<file path="src/rtl/pipeline_skid_buffer.sv">
// Two-entry elastic pipeline stage (main + skid) with valid/ready handshake and flush.
// All state changes on the falling clock edge; outputs decode registered state only.
module pipeline_skid_buffer #(
    parameter int NUM_BITS = 16
) (
    input  logic                clk,
    input  logic                rst,
    input  logic                flush,
    input  logic                in_valid,
    output logic                in_ready,
    input  logic [NUM_BITS-1:0] din,
    output logic                out_valid,
    input  logic                out_ready,
    output logic [NUM_BITS-1:0] dout,
    output logic [1:0]          occupancy
);

    localparam logic [1:0] EMPTY = 2'd0;
    localparam logic [1:0] BUSY  = 2'd1;
    localparam logic [1:0] FULL  = 2'd2;

    logic [1:0]          state_q, state_d;
    logic [NUM_BITS-1:0] main_q, main_d;
    logic [NUM_BITS-1:0] skid_q, skid_d;
    logic                in_fire, out_fire;

    assign out_valid = (state_q != EMPTY);
    assign in_ready  = (state_q != FULL);
    assign dout      = main_q;
    assign in_fire   = in_valid & in_ready;
    assign out_fire  = out_valid & out_ready;

    always_comb begin
        case (state_q)
            BUSY:    occupancy = 2'd1;
            FULL:    occupancy = 2'd2;
            default: occupancy = 2'd0;
        endcase
    end

    always_comb begin
        state_d = state_q;
        main_d  = main_q;
        skid_d  = skid_q;
        case (state_q)
            EMPTY: begin
                if (in_fire) begin
                    main_d  = din;
                    state_d = BUSY;
                end
            end
            BUSY: begin
                if (in_fire && !out_fire) begin
                    skid_d  = din;
                    state_d = FULL;
                end else if (in_fire && out_fire) begin
                    main_d  = din;
                end else if (out_fire) begin
                    state_d = EMPTY;
                end
            end
            FULL: begin
                // in_ready is low here, so only the drain path exists
                if (out_fire) begin
                    main_d  = skid_q;
                    state_d = BUSY;
                end
            end
            default: state_d = EMPTY;
        endcase
    end

    always_ff @(negedge clk) begin
        if (rst) begin
            state_q <= EMPTY;
            main_q  <= '0;
            skid_q  <= '0;
        end else if (flush) begin
            // data registers keep stale contents; only occupancy is killed
            state_q <= EMPTY;
        end else begin
            state_q <= state_d;
            main_q  <= main_d;
            skid_q  <= skid_d;
        end
    end

endmodule
</file>
<file path="config.mk">
export PLATFORM = sky130hd
export DESIGN_NAME = pipeline_skid_buffer
export DESIGN_NICKNAME = d
export VERILOG_FILES = /design/src/rtl/pipeline_skid_buffer.sv
export SDC_FILE = /design/constraint.sdc
export NUM_CORES = 1
export LEC_CHECK = 0
export CORE_ASPECT_RATIO = 1.1
export CORE_UTILIZATION = 44
export DETAILED_ROUTE_END_ITERATION = 6
export GPL_TIMING_DRIVEN = 0
export PLACE_DENSITY = 0.73
export SLEW_MARGIN = 20
export SYNTH_ARGS = -nofsm -noshare
export SYNTH_HDL_FRONTEND = slang
export SYNTH_SLANG_ARGS = --single-unit
</file>
<file path="constraint.sdc">
create_clock -name clk -period 1.4 [get_ports clk]
set_clock_uncertainty 0.2 [all_clocks]
set_input_delay 0.28 -clock clk [delete_from_list [all_inputs] [get_ports clk]]
set_output_delay 0.28 -clock clk [all_outputs]
set_load 0.02 [all_outputs]
</file>
==> metrics.md <==
| Metric | Value |
|---|---|
| Final Setup Violations | `54` |
| Post-Layout Cell Count | `342` |
| Yosys warns | `0` |
| Ranking of synthesized cells by area | `dfxtp_1 41%, a211oi_2 15%, mux2i_1 9.5%` |
| Avg WL per Cell | `24.7 µm` |
| Post-DP Area | `2230 µm²` |
| Die area | `4070 µm²` |
| Inserted Clock Buffers | `5` |
| Most frequent cells after synthesis | `34 x dfxtp_1, 20 x a211oi_2, 17 x a21oi_1` |
| Slew Limit Fails | `0` |
| GR Overflow Total | `0` |
| Seq/Total Area, Yosys | `40.5%` |
| Finished Cell Area | `3410 µm²` |
| Synth cell types | `27` |
| Async SR Flop Fraction | `0%` |
| Clock power frac | `43.8%` |
| Clock slew at the register clock pins of the worst setup and hold paths | `0.04 ns` |
| Routed WL | `8.46 mm` |
| CTS Root Cell | `clkbuf_8` |
| Seq cells post-synth | `34` |
| Die Y | `66.8 µm` |
| Pwr Density | `971 nW/µm²` |
| Vias in the first global route | `2122` |
| CP Data Required Time | `0.92 ns` |
| Syn Area/Cell | `9.94 µm²` |
| Clock latency on the worst-skew pair | `0.38 ns` |
| Failing checks | `negative setup slack` |
| Bufs on Longest Clock Path | `2` |
| Status | `finished, violations left` |
| Mapped Nets | `190` |
| Share of layout cells above drive strength 1 | `67.8%` |
| CP Capture Type | `output pin` |
| DR vias | `2092` |
| Total power draw | `3.32 mW` |
| Die W | `60.9 µm` |
| Post-route ant nets | `0` |
| Crit Path Class | `register to output pin` |
| RSZ-0062 raised after global routing | `yes` |
| Global-route wire length before repair | `10.6 mm` |
| Max-Cap Viols | `0` |
| Worst slew pin tran | `0.488 ns` |
| Comb pwr share | `24.1%` |
| IO Count | `41` |
| CP Launch Type | `register` |
| Antenna violations before repair | `0` |
| P_leak | `1.34 nW` |
| Net switching power | `1.23 mW` |
| CP max FO | `4` |
| Placer congestion estimate | `0.806` |
| Initial Utilization | `46.0%` |
| Register share of total power | `32.1%` |
| Total GRT Usage | `37.6%` |
| Nets | `312` |
| Design internal power | `2.08 mW` |
| Fin. Hold Viols | `0` |
| Number of synthesized flops with an enable pin | `0` |
| Post-DR vias/cell | `6.12` |
| Final Worst Setup Slack | `-0.993 ns` |
| Most common cell in the synthesized netlist | `dfxtp_1` |
| Largest net degree at the start of global routing | `11` |
| Dpl hpwl | `3.13 mm` |
| VDD IR-drop max | `911 µV` |
| Diode count | `0` |
| TritonCTS clock tree | `yes` |
| Port bufs | `39` |
| Top cell type's share of synthesized area | `40.5%` |
| Slew HR | `67.4%` |
| Dpl cells | `258` |
| Row Count | `23` |
| Area grow syn2layout | `103%` |
| Total core area | `3650 µm²` |
| First-pass DRT Iterations | `6` |
| Sw frac | `37.1%` |
| H-tree depth | `2` |
| DR DRC count | `0` |
| # hold bufs at CTS | `0` |
| Worst slack at placement | `-1.43 ns` |
| Primary FF master, synth | `dfxtp_1` |
| Synthesized area | `1680 µm²` |
| Syn Inst Count | `169` |
| DR iter-0 viols | `127` |
| Post-synth top area cell | `dfxtp_1` |
| Clock sink total | `34` |
| Hold Crit Class | `register to register` |
| Crit path DAT | `1.91 ns` |
logic make-up (layout without fill, tap and decap cells):
group                  after synthesis  after routing  share of synthesized area [%]
AOI/OAI and AO/OA                   69             69                           32.2
buffers and inverters               22            145                           6.92
DFF                                 34             34                           40.5
muxes                               17             17                           10.4
and+or+nand+nor                     27             27                           9.98
critical path, stage by stage (launching register included):
cell     delay [ns]
dfxtp_2        0.33
buf_6          0.10
nor2b_4        0.15
buf_6          0.12
inv_2          0.04
buf_6          0.12
area by class of cell:
cell class | count | area, µm²
tap | 50 | 62.6
timing repair buffer | 84 | 891
inverter | 2 | 12.5
multi-input combinational | 113 | 1290
buffer | 17 | 209
fill | 110 | 241
clock inverter | 37 | 166
sequential | 34 | 717
clock buffer | 5 | 68.8
sequential cells by signal, summed over array words and instances (netlist names):
register,flops
skid_q,16
state_q,2
dout,16
timing repair:
| item | CTS | global route |
|---|---|---|
| pin swaps | 43 | 13 |
| setup buffers | 27 | 11 |
| gates resized for setup | 243 | 39 |
| gates cloned | 6 | 1 |
| endpoints found under the setup margin | 54 | 54 |
worst paths after layout:
check	startpoint	endpoint	slack, ns	cells past startpoint
setup / recovery	state_q[1]	in_ready	-0.99	5
hold / removal	skid_q[11]	skid_q[11]	0.28	2
setup reg to reg	state_q[1]	dout[2]	-0.46	7
hold reg to reg	skid_q[11]	skid_q[11]	0.28	2
per-stage QoR:
| stage | util (%) | hold slack (ns) | setup TNS (ns) |
|---|---|---|---|
| floorplan | - | 0.254 | -24.24 |
| global placement | 61.1 | 0.260 | -57.38 |
| detailed placement | 61.1 | 0.269 | -59.59 |
| CTS | 87.4 | 0.256 | -27.65 |
| global route | 93.4 | 0.295 | -31.34 |
| finish | 93.4 | 0.285 | -30.19 |
per-layer routing:
layer	share of wire, %	GRT usage (%)	vias to the layer above
met5	0	0	-
li1	-	-	882
met1	37	37.8	1005
met4	5.3	26.4	0
met2	50	62.6	150
met3	7.7	14.4	55
cells in the final DEF, fill, tap and decap left out, drive strengths merged:
cell / instances
inv: 37
nor2: 1
or2: 1
a211oi: 33
clkbuf: 10
nand3: 16
nor4bb: 1
nand4bb: 1
nor3b: 1
a21o: 1
clkdlybuf4s50: 16
bufinv: 1
o21bai: 1
clkinvlp: 1
and4bb: 1
mux2i: 16
nor2b: 2
a21oi: 17
and2b: 2
nor4: 1
mux2: 1
o21ai: 17
buf: 80
dfxtp: 34
power by group through the flow:
stage	clock network [mW]	logic (mW)	registers, mW
global placement	0.152	0.466	1.06
global route	1.54	0.830	1.07
detailed placement	0.152	0.479	1.06
CTS	1.32	0.692	1.06
floorplan	0.152	0.229	1.11
finish	1.45	0.800	1.06
No activity file was read; power rests on OpenSTA's default activity.
